**src/rtl/ldpc_minsum_decoder_if.sv**
```systemverilog
// Start/result interface of the min-sum LDPC decoder: the requester drives start and
// the channel LLR frame, and the decoder returns status, hard decisions and final beliefs.
interface ldpc_minsum_decoder_if #(
  parameter int N        = 10,
  parameter int W        = 8,
  parameter int MAX_ITER = 8
);
  localparam int IW = $clog2(MAX_ITER + 1);

  logic           start;
  logic [N*W-1:0] llr_in;
  logic           busy;
  logic           done;
  logic           converged;
  logic [IW-1:0]  iter_count;
  logic [N-1:0]   corrected_seq;
  logic [N*W-1:0] belief_out;

  modport master (
    output start, llr_in,
    input  busy, done, converged, iter_count, corrected_seq, belief_out
  );

  modport slave (
    input  start, llr_in,
    output busy, done, converged, iter_count, corrected_seq, belief_out
  );
endinterface

```
**src/rtl/ldpc_minsum_decoder.sv**
```systemverilog
// Iterative min-sum LDPC decoder with saturating messages and early stop on zero syndrome.
// One iteration takes two cycles: a check-node update (CHECK) and a variable-node update (VAR).
module ldpc_minsum_decoder #(
  parameter int N        = 10,
  parameter int M        = 5,
  parameter int W        = 8,
  parameter int MAX_ITER = 8,
  parameter logic [M*N-1:0] H_MATRIX = {10'b1101001000, 10'b1010100100, 10'b0110010010,
                                        10'b0001110001, 10'b0000001111}
) (
  input logic                  clk,
  input logic                  rst,
  ldpc_minsum_decoder_if.slave bus
);
  localparam int IW = $clog2(MAX_ITER + 1);
  // Sum of the channel value plus M messages can reach (M+1)*(2^(W-1)-1).
  localparam int SW = W + $clog2(M + 1) + 1;

  typedef logic signed [W-1:0]  msg_t;
  typedef logic signed [SW-1:0] wide_t;
  typedef enum logic [1:0] {IDLE, CHECK, VAR, DONE} state_t;

  localparam msg_t  MSG_MAX  = msg_t'((2 ** (W - 1)) - 1);
  localparam msg_t  MSG_MOST_NEG = msg_t'(2 ** (W - 1));
  localparam wide_t WIDE_MAX = wide_t'(MSG_MAX);

  function automatic msg_t sat(input wide_t x);
    if (x > WIDE_MAX)  return MSG_MAX;
    if (x < -WIDE_MAX) return -MSG_MAX;
    return msg_t'(x);
  endfunction

  // Messages never hold the most negative code, so negation cannot overflow here.
  function automatic logic [W-1:0] mag(input msg_t x);
    msg_t a;
    a = x[W-1] ? -x : x;
    return a;
  endfunction

  function automatic msg_t clamp_llr(input msg_t x);
    return (x == MSG_MOST_NEG) ? -MSG_MAX : x;
  endfunction

  state_t        state;
  msg_t          ch       [N];
  msg_t          v2c      [M][N];
  msg_t          c2v      [M][N];
  msg_t          belief_q [N];
  logic          busy_q;
  logic          done_q;
  logic          converged_q;
  logic [IW-1:0] iter_q;
  logic [N-1:0]  seq_q;

  msg_t           c2v_next    [M][N];
  msg_t           v2c_next    [M][N];
  msg_t           belief_next [N];
  logic [N-1:0]   hard_next;
  logic [M-1:0]   syndrome;
  logic [IW-1:0]  iter_next;
  logic [N*W-1:0] belief_flat;
  logic [W-1:0]   min_mag;
  logic [W-1:0]   cur_mag;
  logic           neg;
  logic           found;
  wide_t          total;

  // Check-node update: each edge gets the min magnitude and sign product of the other edges.
  always_comb begin
    // NOTE: scratch variables get a default before any conditional use so no latch is inferred.
    min_mag = '0;
    cur_mag = '0;
    neg     = 1'b0;
    found   = 1'b0;
    for (int m = 0; m < M; m++) begin
      for (int n = 0; n < N; n++) begin
        // NOTE: blocking assignments here model an ordered fold inside one combinational pass;
        // state registers use non-blocking assignments only.
        min_mag = '1;
        neg     = 1'b0;
        found   = 1'b0;
        for (int k = 0; k < N; k++) begin
          cur_mag = mag(v2c[m][k]);
          if (k != n && H_MATRIX[m*N+k]) begin
            found = 1'b1;
            neg   = neg ^ v2c[m][k][W-1];
            if (cur_mag < min_mag) min_mag = cur_mag;
          end
        end
        if (!H_MATRIX[m*N+n] || !found) c2v_next[m][n] = '0;
        else if (neg)                    c2v_next[m][n] = -msg_t'(min_mag);
        else                             c2v_next[m][n] = msg_t'(min_mag);
      end
    end
  end

  // Variable-node update: the total belief, minus each edge's own contribution, is its new V2C.
  always_comb begin
    total     = '0;
    hard_next = '0;
    for (int n = 0; n < N; n++) begin
      total = wide_t'(ch[n]);
      for (int m = 0; m < M; m++) begin
        if (H_MATRIX[m*N+n]) total = total + wide_t'(c2v[m][n]);
      end
      belief_next[n] = sat(total);
      hard_next[n]   = belief_next[n][W-1];
      for (int m = 0; m < M; m++) begin
        v2c_next[m][n] = H_MATRIX[m*N+n] ? sat(total - wide_t'(c2v[m][n])) : '0;
      end
    end
    for (int m = 0; m < M; m++) begin
      syndrome[m] = ^(hard_next & H_MATRIX[m*N +: N]);
    end
    iter_next = iter_q + 1'b1;
  end

  always_comb begin
    belief_flat = '0;
    for (int n = 0; n < N; n++) belief_flat[n*W +: W] = belief_q[n];
  end

  always_ff @(posedge clk) begin
    if (rst) begin
      state       <= IDLE;
      busy_q      <= 1'b0;
      done_q      <= 1'b0;
      converged_q <= 1'b0;
      iter_q      <= '0;
      seq_q       <= '0;
      // NOTE: the message arrays are reset too, so a mid-decode reset leaves no stale state.
      for (int n = 0; n < N; n++) begin
        ch[n]       <= '0;
        belief_q[n] <= '0;
        for (int m = 0; m < M; m++) begin
          v2c[m][n] <= '0;
          c2v[m][n] <= '0;
        end
      end
    end else begin
      case (state)
        IDLE: begin
          done_q <= 1'b0;
          if (bus.start) begin
            for (int n = 0; n < N; n++) begin
              ch[n]       <= clamp_llr(bus.llr_in[n*W +: W]);
              belief_q[n] <= '0;
              for (int m = 0; m < M; m++) begin
                v2c[m][n] <= H_MATRIX[m*N+n] ? clamp_llr(bus.llr_in[n*W +: W]) : '0;
              end
            end
            converged_q <= 1'b0;
            iter_q      <= '0;
            seq_q       <= '0;
            busy_q      <= 1'b1;
            state       <= CHECK;
          end
        end
        CHECK: begin
          for (int m = 0; m < M; m++) begin
            for (int n = 0; n < N; n++) c2v[m][n] <= c2v_next[m][n];
          end
          state <= VAR;
        end
        VAR: begin
          for (int n = 0; n < N; n++) begin
            belief_q[n] <= belief_next[n];
            for (int m = 0; m < M; m++) v2c[m][n] <= v2c_next[m][n];
          end
          seq_q  <= hard_next;
          iter_q <= iter_next;
          if (syndrome == '0) begin
            converged_q <= 1'b1;
            done_q      <= 1'b1;
            state       <= DONE;
          end else if (iter_next == IW'(MAX_ITER)) begin
            done_q <= 1'b1;
            state  <= DONE;
          end else begin
            state <= CHECK;
          end
        end
        DONE: begin
          done_q <= 1'b0;
          busy_q <= 1'b0;
          state  <= IDLE;
        end
        default: state <= IDLE;
      endcase
    end
  end

  assign bus.busy          = busy_q;
  assign bus.done          = done_q;
  assign bus.converged     = converged_q;
  assign bus.iter_count    = iter_q;
  assign bus.corrected_seq = seq_q;
  assign bus.belief_out    = belief_flat;
endmodule
```
**src/flat_wrapper.sv**
```systemverilog
// flat-port wrapper written by rule: the top's interface ports become plain ports
module ldpc_minsum_decoder_flat 
#(
  parameter int N        = 10,
  parameter int M        = 5,
  parameter int W        = 8,
  parameter int MAX_ITER = 8,
  parameter logic [M*N-1:0] H_MATRIX = {10'b1101001000, 10'b1010100100, 10'b0110010010,
                                        10'b0001110001, 10'b0000001111}
)
  (clk, rst, bus_start, bus_llr_in, bus_busy, bus_done, bus_converged, bus_iter_count, bus_corrected_seq, bus_belief_out);
  ldpc_minsum_decoder_if #(.N(N), .W(W), .MAX_ITER(MAX_ITER)) bus_i ();
  input logic clk;
  input logic rst;
  input wire logic [$bits(bus_i.start)-1:0] bus_start;
  input wire logic [$bits(bus_i.llr_in)-1:0] bus_llr_in;
  output wire logic [$bits(bus_i.busy)-1:0] bus_busy;
  output wire logic [$bits(bus_i.done)-1:0] bus_done;
  output wire logic [$bits(bus_i.converged)-1:0] bus_converged;
  output wire logic [$bits(bus_i.iter_count)-1:0] bus_iter_count;
  output wire logic [$bits(bus_i.corrected_seq)-1:0] bus_corrected_seq;
  output wire logic [$bits(bus_i.belief_out)-1:0] bus_belief_out;
  assign bus_i.start = bus_start;
  assign bus_i.llr_in = bus_llr_in;
  assign bus_busy = bus_i.busy;
  assign bus_done = bus_i.done;
  assign bus_converged = bus_i.converged;
  assign bus_iter_count = bus_i.iter_count;
  assign bus_corrected_seq = bus_i.corrected_seq;
  assign bus_belief_out = bus_i.belief_out;
  ldpc_minsum_decoder #(.N(N), .M(M), .W(W), .MAX_ITER(MAX_ITER), .H_MATRIX(H_MATRIX)) u_core (.clk(clk), .rst(rst), .bus(bus_i));
endmodule
```
**config.mk**
```make
export PLATFORM = sky130hd
export DESIGN_NAME = ldpc_minsum_decoder_flat
export DESIGN_NICKNAME = d
export VERILOG_FILES = /design/src/rtl/ldpc_minsum_decoder_if.sv /design/src/rtl/ldpc_minsum_decoder.sv /design/src/flat_wrapper.sv
export SDC_FILE = /design/constraint.sdc
export NUM_CORES = 2
export LEC_CHECK = 0
export BUFFER_PORTS_ARGS = -buffer_cell sky130_fd_sc_hd__buf_2
export CORE_ASPECT_RATIO = 0.75
export CORE_MARGIN = 5
export CORE_UTILIZATION = 28
export CTS_CLUSTER_SIZE = 25
export DETAILED_ROUTE_END_ITERATION = 10
export PLACE_DENSITY = 0.39
export SYNTH_ARGS = -nofsm -noshare
export SYNTH_HDL_FRONTEND = slang
export SYNTH_SLANG_ARGS = --single-unit
```
**constraint.sdc**
```tcl
create_clock -name clk -period 13.89 [get_ports clk]
set_clock_uncertainty 0.1 [all_clocks]
set_input_delay 0 -clock clk [delete_from_list [all_inputs] [get_ports clk]]
set_output_delay 0 -clock clk [all_outputs]
set_load 0.03 [all_outputs]
```
==> metrics.txt <==
# TYPE chip_impl_metric gauge
chip_impl_info{name="run_status",value="complete, no violations"} 1
chip_impl_metric{name="floorplan.die.height",unit="µm"} 378
chip_impl_metric{name="utilization",unit="%"} 31.9
chip_impl_metric{name="grt_first_pass_wirelength",unit="mm"} 297
chip_impl_metric{name="cts_inserted_buffers",unit=""} 69
chip_impl_info{name="final_cell_mix",value="sky130_fd_sc_hd__ha_1, sky130_fd_sc_hd__nor2_1, sky130_fd_sc_hd__inv_1"} 1
chip_impl_info{name="min-delay-path-class",value="input pin to register"} 1
chip_impl_metric{name="synth-compound-area-share",unit="%"} 18.9
chip_impl_info{name="cts_tree",value="done"} 1
chip_impl_metric{name="pin_count_of_the_biggest_net_entering_global_routing",unit=""} 65
chip_impl_info{name="path_cells",value="or3_1, o31ai_1, xor2_1, inv_1, ha_1, a21o_1, a21oi_1, o21ai_1, a21oi_1, mux2i_1, inv_1, ha_1, o2111a_1, a31oi_1, and2_0, mux2i_1, ha_1, or4b_1, o211ai_1, xor2_1, nor2_1"} 1
chip_impl_metric{name="grt_remaining_overflow",unit=""} 0
chip_impl_info{name="rsz0062_at_grt",value="false"} 1
chip_impl_metric{name="htree_num_levels",unit=""} 3
chip_impl_metric{name="critPathArrivalTime",unit="ns"} 8.15
chip_impl_metric{name="firstDrtPassIters",unit=""} 5
chip_impl_metric{name="synth_warnings",unit=""} 0
chip_impl_metric{name="track_usage",unit="%"} 21.1
chip_impl_metric{name="timing.slew.headroom",unit="%"} 5.50
chip_impl_metric{name="area_delta_synth_final",unit="%"} 13.8
chip_impl_metric{name="fmaxAchievable",unit="GHz"} 0.127
chip_impl_metric{name="pin_count",unit=""} 180
chip_impl_info{name="ys_dominant_reg_cell",value="sky130_fd_sc_hd__edfxtp_1"} 1
chip_impl_metric{name="report.final.slew_viol_count",unit=""} 0
chip_impl_metric{name="final_hold_viol_count",unit=""} 0
chip_impl_metric{name="synthAdderAreaFrac",unit="%"} 18.5
chip_impl_metric{name="max_stage_delay",unit="ns"} 0.97
chip_impl_metric{name="fin_crit_share",unit="%"} 56.5
chip_impl_metric{name="muxShareOfSynthArea",unit="%"} 4.57
chip_impl_metric{name="filler_cell_count",unit=""} 19000
chip_impl_metric{name="clock_sink_count",unit=""} 499
chip_impl_metric{name="io_buffer_count",unit=""} 179
chip_impl_info{name="setup.worst_path.class",value="register to register"} 1
chip_impl_metric{name="synthSimpleGateAreaFrac",unit="%"} 18.0
chip_impl_metric{name="synth-xor-area-share",unit="%"} 7.95
chip_impl_metric{name="dp_hpwl",unit="mm"} 159
chip_impl_metric{name="fraction_of_registers_with_async_set_reset",unit="%"} 0
chip_impl_metric{name="finalNetCount",unit=""} 6833
chip_impl_metric{name="number_of_remaining_drc_errors",unit=""} 0
chip_impl_metric{name="detail-route-antenna-nets",unit=""} 0
chip_impl_metric{name="drtIter0Drc",unit=""} 3745
chip_impl_metric{name="core-area",unit="mm²"} 0.180
chip_impl_metric{name="num_vias",unit=""} 44700
chip_impl_metric{name="routed_wirelength",unit="mm"} 205
chip_impl_metric{name="ctsResizeCount",unit=""} 0
chip_impl_metric{name="path_clk_slew",unit="ns"} 0.08
chip_impl_metric{name="placement_rows",unit=""} 135
chip_impl_info{name="final_common_cell",value="sky130_fd_sc_hd__ha_1"} 1
chip_impl_metric{name="setup_tns",unit="ns"} 0
chip_impl_metric{name="clk-insertion-delay-late",unit="ns"} 0.70
chip_impl_metric{name="post-cts-setup-buffer-count",unit=""} 0
chip_impl_info{name="critical_path_sink_type",value="register"} 1
chip_impl_metric{name="detailed_place.area",unit="mm²"} 0.0543
chip_impl_metric{name="worstMarginPinSlew",unit="ns"} 1.42
chip_impl_info{name="main_combinational_cell_family_by_area_after_synthesis",value="compound AO/OA/AOI/OAI gates"} 1
chip_impl_metric{name="layout.cell_area.non_filler",unit="mm²"} 0.0575
chip_impl_info{name="clk_tree_root_cell",value="sky130_fd_sc_hd__clkbuf_16"} 1
chip_impl_metric{name="min_period",unit="ns"} 7.85
chip_impl_metric{name="vias_per_cell",unit=""} 5.23
chip_impl_metric{name="floorplan.initialDensity",unit="%"} 28.1
chip_impl_metric{name="ys_ff_latch",unit=""} 499
chip_impl_info{name="critical_path_most_common_cell",value="sky130_fd_sc_hd__ha_1"} 1
chip_impl_metric{name="synth_edf_count",unit=""} 368
chip_impl_info{name="critical_path.slowest_cell",value="sky130_fd_sc_hd__a21oi_1"} 1
chip_impl_metric{name="replace_congestion",unit=""} 0.922
chip_impl_metric{name="synth_sequential_area_ratio",unit="%"} 27.1
chip_impl_metric{name="grt_pass1_vias",unit=""} 43100
chip_impl_metric{name="syn-cell-area",unit="mm²"} 0.0505
chip_impl_metric{name="die-width",unit="µm"} 500
chip_impl_metric{name="fraction_of_final_layout_cells_sized_beyond_drive_strength_1",unit="%"} 7.88
chip_impl_metric{name="cap_violations",unit=""} 0
chip_impl_metric{name="post_synth_num_cell_types",unit=""} 109
chip_impl_metric{name="routedWlPerCell",unit="µm"} 24.0
chip_impl_metric{name="critical_path.max_fanout",unit=""} 14
chip_impl_metric{name="post_synth_inst_count",unit=""} 5842
chip_impl_metric{name="grt_antenna_before_repair",unit=""} 11
chip_impl_metric{name="required_time_of_the_worst_setup_path",unit="ns"} 14.19
chip_impl_info{name="critical_path.startpoint_type",value="register"} 1
chip_impl_metric{name="cts.path.max_buffers",unit=""} 3
chip_impl_metric{name="setup_viol_count_final",unit=""} 0
chip_impl_metric{name="synth_fp_nets",unit=""} 6590
chip_impl_metric{name="design.die.area",unit="mm²"} 0.189
chip_impl_metric{name="postSynthAreaPerCell",unit="µm²"} 8.64
[area by class of cell]
class	count	area [µm²]	area share [%]
Multi-Input combinational cell	4687	34400	59.9
Sequential cell	499	13700	23.8
Tap cell	2397	3000	5.22
Timing Repair Buffer	328	2240	3.91
Inverter	500	1880	3.27
Clock buffer	85	1850	3.22
Clock inverter	41	414	0.721
Antenna cell	1	2.50	0.00436
[cell usage after synthesis, drive strengths merged, types with 110 or more instances]
master,n,share of area [%]
o21ai,360,3.6
edfxtp,368,22
inv,494,3.7
mux2i,161,3.2
nand2,451,3.4
a21o,126,1.9
clkbuf,123,0.92
and2,131,1.6
a21oi,375,3.8
xor2,161,2.8
nor3,126,1.2
xnor2,294,5.1
nor2,551,4.1
dfxtp,131,5.2
ha,555,14
fa,110,4.4
[timing repair]
action                                 4_1_cts  5_1_grt
hold buffers                                91        0
setup endpoints to repair                    0        0
endpoints found under the hold margin      266        0
[sequential cells by signal, indices dropped and copies added, names as in the netlist]
register                  count
u_core.c2v                  160
u_core.v2c                  160
u_core.belief_q              80
u_core.ch                    80
u_core.bus.corrected_seq     10
u_core.bus.iter_count         4
u_core.state                  2
u_core.bus.busy               1
u_core.bus.converged          1
u_core.bus.done               1
[path summary, 6_finish.rpt]
| kind | end | slack (ns) | cells after the start | from |
|---|---|---|---|---|
| setup / recovery | u_core.c2v[4][54] | 6.04 | 21 | u_core.v2c[0][328] |
| setup reg to reg | u_core.c2v[4][54] | 6.04 | 21 | u_core.v2c[0][328] |
| hold reg to reg | u_core.c2v[1][35] | 0.40 | 2 | u_core.c2v[1][35] |
| hold / removal | u_core.ch[0][23] | 0.08 | 3 | bus_llr_in[23] |
[metrics by stage]
| step | instances | hold slack, ns | worst slack [ns] |
|---|---|---|---|
| after CTS | 8537 | 0.0242 | 6.15 |
| after detailed placement | 8320 | 0.238 | 6.20 |
| final | 8538 | 0.0808 | 6.04 |
| after global routing | 8538 | 0.0775 | 5.57 |
| after global placement | 8320 | 0.240 | 6.14 |
| after floorplan | 5842 | 0.0744 | 7.84 |
[worst max-delay path: cells and delay by family (launching register included)]
kind | cells | cell delay (ns)
AO/OA/AOI/OAI | 8 | 2.61
AND/OR/NAND/NOR | 4 | 1.35
multiplexers | 2 | 0.99
adder cells (fa/ha/maj) | 3 | 0.97
XOR/XNOR | 2 | 0.64
flip-flops | 1 | 0.54
buffers and inverters | 2 | 0.33
[layer usage]
metal / GRT usage (%) / vias up / share of wire, %
li1: - / 21600 / -
met1: 31.5 / 21700 / 51
met2: 31.3 / 1163 / 41
met3: 3.80 / 207 / 5.7
met4: 4.69 / 2 / 2.3
met5: 0 / - / 0.0064
[logic make-up (layout without fill, tap and decap cells)]
family,after synthesis,count (layout)
and+or+nand+nor,1858,1858
AOI/OAI and AO/OA,1468,1468
adders and majority gates,685,685
buffers and inverters,656,954
DFF,499,499
xor gates and xnor gates,455,455
muxes,221,221
other,0,1
Power is not shown: default switching activity piles up to over one toggle a cycle in this logic, so the estimate is an artifact.
